`src/rtl/img_sram_writer.sv`:
```
// rtl/img_sram_writer.sv - packs a 24-bit RGB pixel stream into two 16-bit SRAM words per pixel
//
// Purpose:
//   Frame capture side of the SRAM image buffer. Pixel k = x + y*WIDTH is
//   stored at word address {k,0} = {8'h00,R} and {k,1} = {G,B}. A frame is
//   armed by i_start, begins at the first pixel flagged with i_sof, and ends
//   with a one-cycle o_frame_done pulse after the last word is written.
//
// Ports:
//   i_clk         system clock, rising edge
//   i_rst         asynchronous reset, active-high
//   i_start       one-cycle pulse, arms capture of one frame (ignored while busy)
//   i_valid       pixel valid
//   i_sof         qualifies i_valid: pixel is the first of a frame
//   i_pixel       {R[23:16], G[15:8], B[7:0]}
//   o_ready       writer accepts a pixel this cycle (depends on state only)
//   o_sram_addr   SRAM word address (registered)
//   o_sram_data   SRAM write data (registered)
//   o_sram_we_n   SRAM write enable, active-low (registered)
//   o_busy        high in every state except IDLE
//   o_frame_done  one-cycle pulse after the last word of a frame
module img_sram_writer #(
    parameter int WIDTH  = 800,
    parameter int HEIGHT = 480,
    parameter int ADDR_W = 20
) (
    input  logic              i_clk,
    input  logic              i_rst,
    input  logic              i_start,
    input  logic              i_valid,
    input  logic              i_sof,
    input  logic [23:0]       i_pixel,
    output logic              o_ready,
    output logic [ADDR_W-1:0] o_sram_addr,
    output logic [15:0]       o_sram_data,
    output logic              o_sram_we_n,
    output logic              o_busy,
    output logic              o_frame_done
);

    localparam int IDX_W = ADDR_W - 1;
    localparam int NPIX  = WIDTH * HEIGHT;
    localparam logic [IDX_W-1:0] LAST_IDX = IDX_W'(NPIX - 1);

    typedef enum logic [2:0] {
        S_IDLE     = 3'd0,
        S_WAIT_SOF = 3'd1,
        S_WORD0    = 3'd2,
        S_WORD1    = 3'd3,
        S_ACCEPT   = 3'd4,
        S_DONE     = 3'd5
    } state_t;

    state_t            state_q, state_d;
    logic [IDX_W-1:0]  idx_q, idx_d;
    logic [15:0]       gb_q, gb_d;
    logic [ADDR_W-1:0] addr_q, addr_d;
    logic [15:0]       data_q, data_d;
    logic              we_n_q, we_n_d;
    logic              xfer;

    assign xfer = i_valid && o_ready;

    // State register
    always_ff @(posedge i_clk or posedge i_rst) begin
        if (i_rst) begin
            state_q <= S_IDLE;
        end else begin
            state_q <= state_d;
        end
    end

    // Next-state logic
    always_comb begin
        state_d = state_q;
        case (state_q)
            S_IDLE:     if (i_start) state_d = S_WAIT_SOF;
            S_WAIT_SOF: if (xfer && i_sof) state_d = S_WORD0;
            S_WORD0:    state_d = S_WORD1;
            S_WORD1: begin
                if (idx_q == LAST_IDX) begin
                    state_d = S_DONE;
                end else if (xfer) begin
                    state_d = S_WORD0;
                end else begin
                    state_d = S_ACCEPT;
                end
            end
            S_ACCEPT:   if (xfer) state_d = S_WORD0;
            S_DONE:     state_d = S_IDLE;
            default:    state_d = S_IDLE;
        endcase
    end

    // Outputs decoded from state only, so o_ready never depends on i_valid
    always_comb begin
        o_ready      = 1'b0;
        o_busy       = (state_q != S_IDLE);
        o_frame_done = (state_q == S_DONE);
        case (state_q)
            S_WAIT_SOF: o_ready = 1'b1;
            S_WORD1:    o_ready = (idx_q != LAST_IDX);
            S_ACCEPT:   o_ready = 1'b1;
            default:    o_ready = 1'b0;
        endcase
    end

    // SRAM port is registered: its next value is derived from the state being
    // entered, so the word0 write appears in the cycle after the transfer edge.
    always_comb begin
        idx_d  = idx_q;
        gb_d   = gb_q;
        addr_d = addr_q;
        data_d = data_q;
        we_n_d = 1'b1;
        if (state_d == S_WORD0) begin
            // WORD0 is only ever entered on an accepted pixel; i_sof resyncs
            // the frame to pixel 0 (always the case coming from WAIT_SOF).
            idx_d  = i_sof ? '0 : idx_q + IDX_W'(1);
            gb_d   = i_pixel[15:0];
            addr_d = {idx_d, 1'b0};
            data_d = {8'h00, i_pixel[23:16]};
            we_n_d = 1'b0;
        end else if (state_d == S_WORD1) begin
            addr_d = {idx_q, 1'b1};
            data_d = gb_q;
            we_n_d = 1'b0;
        end
    end

    always_ff @(posedge i_clk or posedge i_rst) begin
        if (i_rst) begin
            idx_q  <= '0;
            gb_q   <= '0;
            addr_q <= '0;
            data_q <= '0;
            we_n_q <= 1'b1;
        end else begin
            idx_q  <= idx_d;
            gb_q   <= gb_d;
            addr_q <= addr_d;
            data_q <= data_d;
            we_n_q <= we_n_d;
        end
    end

    assign o_sram_addr = addr_q;
    assign o_sram_data = data_q;
    assign o_sram_we_n = we_n_q;

endmodule

```
`config.mk`:
```
export PLATFORM = sky130hd
export DESIGN_NAME = img_sram_writer
export DESIGN_NICKNAME = d
export VERILOG_FILES = /design/src/rtl/img_sram_writer.sv
export SDC_FILE = /design/constraint.sdc
export NUM_CORES = 1
export LEC_CHECK = 0
export CAP_MARGIN = 30
export CORE_MARGIN = 3
export CORE_UTILIZATION = 40
export DETAILED_ROUTE_END_ITERATION = 12
export PLACE_DENSITY = 0.69
export SLEW_MARGIN = 40
export SYNTH_ARGS = -nofsm -noshare
export SYNTH_HDL_FRONTEND = slang
export SYNTH_SLANG_ARGS = --single-unit
```
`constraint.sdc`:
```
create_clock -name i_clk -period 2.6 [get_ports i_clk]
set_clock_uncertainty 0.1 [all_clocks]
set_input_delay 0.26 -clock i_clk [delete_from_list [all_inputs] [get_ports i_clk]]
set_output_delay 0.26 -clock i_clk [all_outputs]
set_load 0.01 [all_outputs]
```
==> results_dict.tcl <==
set metrics [dict create \
    synth_async_sr_flop_share_pct 100.0 \
    finalWirelength_um 7558 \
    route.vias.total 2652 \
    max_freq_ghz 0.3961 \
    tritoncts_buffers 9 \
    grt_max_degree 28 \
    clk_pin_slew_worst_paths_ns 0.08 \
    netlist-cell-type-count 48 \
    drt_first_iter_violations 164 \
    synth_seq_area_share_pct 58.36 \
    post-synth-top-area-fraction_pct 57.54 \
    synth_enable_flop_cells 0 \
    die_area_sq_um 9158 \
    clkSinkCount 75 \
    finalHoldViolations 0 \
    number_of_synthesized_register_bits 75 \
    number_of_antenna_violations_at_the_first_check_in_global_routing 0 \
    crit_required_ns 2.24 \
    period_minus_slack_ns 2.524 \
    globalRouteMet3Util_pct 5.317 \
    chipHeight_um 95.70 \
    fill_cells 709 \
    ys_dominant_reg_cell "sky130_fd_sc_hd__dfrtp_1" \
    cts_max_path_buffers 2 \
    globalRouteMet2Util_pct 27.91 \
    power-per-cell-area_nw_per_um2 954.4 \
    ys.warnings.count 0 \
    final_layout_size_suffix_gt1_share_pct 12.41 \
    remaining_drc_errors 0 \
    p_switching_mw 1.388 \
    worst-setup-path-type "reg2out" \
    synthCells 325 \
    synth_area_leaders "sky130_fd_sc_hd__dfrtp_1 58%, sky130_fd_sc_hd__nand2_1 9.4%, sky130_fd_sc_hd__nor2_1 3.6%, sky130_fd_sc_hd__o21ai_0 3.4%, sky130_fd_sc_hd__xnor2_1 2.7%" \
    irDropWorstVdd_v 0.0005575 \
    globalRoute.busiestLayer "met2" \
    global_route.usage.total_pct 18.13 \
    netlist.top_cell.by_area "sky130_fd_sc_hd__dfrtp_1" \
    layout.area.seq_sq_um 1878 \
    total_grt_overflow 0 \
    tritoncts "done" \
    floorplan.rows 32 \
    crit_start_category "register" \
    pwr-share-comb_pct 34.2 \
    clock_root_buffer "sky130_fd_sc_hd__clkbuf_8" \
    area_of_combinational_cells_with_multiple_inputs_sq_um 1232 \
    r2r_slack_ns 0.16 \
    area_growth_pct 35.19 \
    wl_per_cell_um 14.73 \
    stdcell_area_sq_um 4350 \
    met1_usage_pct 24.74 \
    r2r_cells 6 \
    final_core_utilization_pct 56.01 \
    critical-path-max-stage-delay_ns 0.55 \
    setup_tns_ns 0 \
    postSynthNetCount 355 \
    io_buffers 68 \
    placement.cell_area_sq_um 4066 \
    cellInternalPower_mw 2.764 \
    clock_power_share_pct 25.5 \
    critPathSlowestCell "sky130_fd_sc_hd__or4b_4" \
    place.detailed.hpwl_um 5389 \
    floorplan.initialDensity_pct 41.43 \
    cellLeakagePower_nw 1.984 \
    floorplan.io_pins 69 \
    vias_per_cell 5.170 \
    grt_pass1_vias 2646 \
    coreArea_sq_um 7767 \
    post_synth_instance_area_sq_um 3218 \
    timing_worst_slew_pin_value_ns 0.6594 \
    run_status "complete, no violations" \
    syn_avg_cell_area_sq_um 9.902 \
    hold_class "in2async" \
    rsz0062_at_grt "false" \
    final-setup-viol-count 0 \
    cp_num_buf_inv 1 \
    timing.max_cap.violations 0 \
    cts_max_level 3 \
    cp.depth 5 \
    reg2reg_from "idx_q[8]" \
    timing.rr.end "o_sram_addr[1]" \
    power.switching_fraction_pct 33.44 \
    detailedRoute.firstPassIterationCount 4 \
    clkLatencyLatePin_ns 0.34 \
    slew_headroom_pct 55.88 \
    route.antenna.remaining_nets 0 \
    antenna_cells 0 \
    critical_path_arrival_ns 2.16 \
    final_max_slew_viol_count 0 \
    first_pass_grt_wire_length_um 12810 \
    critPathCaptureType "primary output" \
    timing.critical_path.cells "or4b_4, nor3_4, a31oi_1, or2_2, dlygate4sd2_1" \
    p_seq_share_pct 40.3 \
    gp_congestion 0.9415 \
    synthTopCellsByCount "81 x sky130_fd_sc_hd__nand2_1, 74 x sky130_fd_sc_hd__dfrtp_1, 31 x sky130_fd_sc_hd__nor2_1, 22 x sky130_fd_sc_hd__o21ai_0, 11 x sky130_fd_sc_hd__inv_1" \
    p_total_mw 4.152 \
    finish.net_count 436 \
    worst_path_dominant_cell_family "simple AND/OR/NAND/NOR gates" \
    critPathMaxFanout 3 \
    die_w_um 95.70 \
    fraction_of_the_cycle_the_final_worst_path_needs_pct 97.09 \
    dominant_cell_by_count_in_the_synthesized_netlist "sky130_fd_sc_hd__nand2_1" \
]
[power groups by stage]
stage | registers [mW] | logic [mW] | clock network [mW]
finish | 1.67 | 1.42 | 1.06
global route | 1.71 | 1.60 | 1.14
CTS | 1.67 | 1.45 | 1.09
detailed placement | 1.69 | 1.45 | 0
global placement | 1.68 | 1.42 | 0
floorplan | 1.69 | 0.805 | 0
[cell type report]
cell class	instances	share of cell area [%]
Timing Repair Buffer	86	19.01
Clock buffer	9	2.847
Tap cell	102	2.934
Inverter	12	1.035
Multi-Input combinational cell	222	28.33
Sequential cell	75	43.17
Clock inverter	7	2.675
[cell families (layout without fill, tap and decap cells)]
family	after synthesis	count (layout)	synth area share, %
flops	75	75	58.36
simple gates	152	152	21.15
xor+xnor	15	15	4.082
mux	4	4	1.400
compound gates	50	50	10.61
fa+ha+maj	1	1	0.3887
buf+inv	28	114	4.004
[sequential cells by signal, indices dropped and copies added, names as in the netlist]
signal and count:
o_sram_we_n 1, idx_q 19, o_sram_addr 20, gb_q 16
o_sram_data 16, state_q 3
[what timing repair did]
item,CTS,global route
resized for setup,2,2
hold endpoints to repair,0,0
setup endpoints to repair,1,9
pin swaps,0,1
hold buffers,0,0
buffers inserted,2,2
[worst max-delay path by stage]
stage               endpoint      start  slack (ns)
finish               o_ready  idx_q[10]        0.08
global route         o_ready  idx_q[10]       0.004
CTS                  o_ready  idx_q[10]        0.03
detailed placement   o_ready  idx_q[13]        0.13
global placement     o_ready  idx_q[13]        0.15
floorplan            gb_q[0]      i_rst        0.33
[layout by cell type, fill, tap and decap left out, types with 3 or more instances in the layout]
cell type and n:
sky130_fd_sc_hd__clkdlybuf4s50_1 67, sky130_fd_sc_hd__clkbuf_8 9, sky130_fd_sc_hd__a222oi_1 8, sky130_fd_sc_hd__buf_4 17
sky130_fd_sc_hd__nand4_1 6, sky130_fd_sc_hd__o21ai_0 22, sky130_fd_sc_hd__inv_1 10, sky130_fd_sc_hd__nand2_1 81
sky130_fd_sc_hd__nor2_1 30, sky130_fd_sc_hd__nor3_1 7, sky130_fd_sc_hd__xnor2_1 10, sky130_fd_sc_hd__nand2b_1 3
sky130_fd_sc_hd__nand3_1 7, sky130_fd_sc_hd__a21oi_1 3, sky130_fd_sc_hd__bufinv_16 3, sky130_fd_sc_hd__xor2_1 5
sky130_fd_sc_hd__dfrtp_1 74, sky130_fd_sc_hd__a31oi_1 4, sky130_fd_sc_hd__mux2_2 3
[through the flow]
stage | setup slack, ns | hold WS (ns) | instances
2_1_floorplan | 0.3317 | 0.2654 | 325
3_3_place_gp | 0.1532 | 0.3387 | 493
3_5_place_dp | 0.1270 | 0.3456 | 493
4_1_cts | 0.02789 | 0.1467 | 511
5_1_grt | 0.003555 | 0.1658 | 513
6_report | 0.07559 | 0.1433 | 513
[worst register-to-register path, stage by stage (launching register included)]
cell and delay [ns]:
sky130_fd_sc_hd__dfrtp_1 0.46, sky130_fd_sc_hd__nand4_1 0.26, sky130_fd_sc_hd__or4_1 0.54, sky130_fd_sc_hd__o211ai_2 0.44, sky130_fd_sc_hd__nor3_1 0.08, sky130_fd_sc_hd__a21o_1 0.18, sky130_fd_sc_hd__mux2_2 0.26
[layer usage]
layer,part of all wire [%],vias to the layer above
li1,-,1264
met1,44,1269
met2,47,107
met3,6.5,12
met4,1.7,0
met5,0,-
Note: power is estimated with default switching activity, not from simulation.
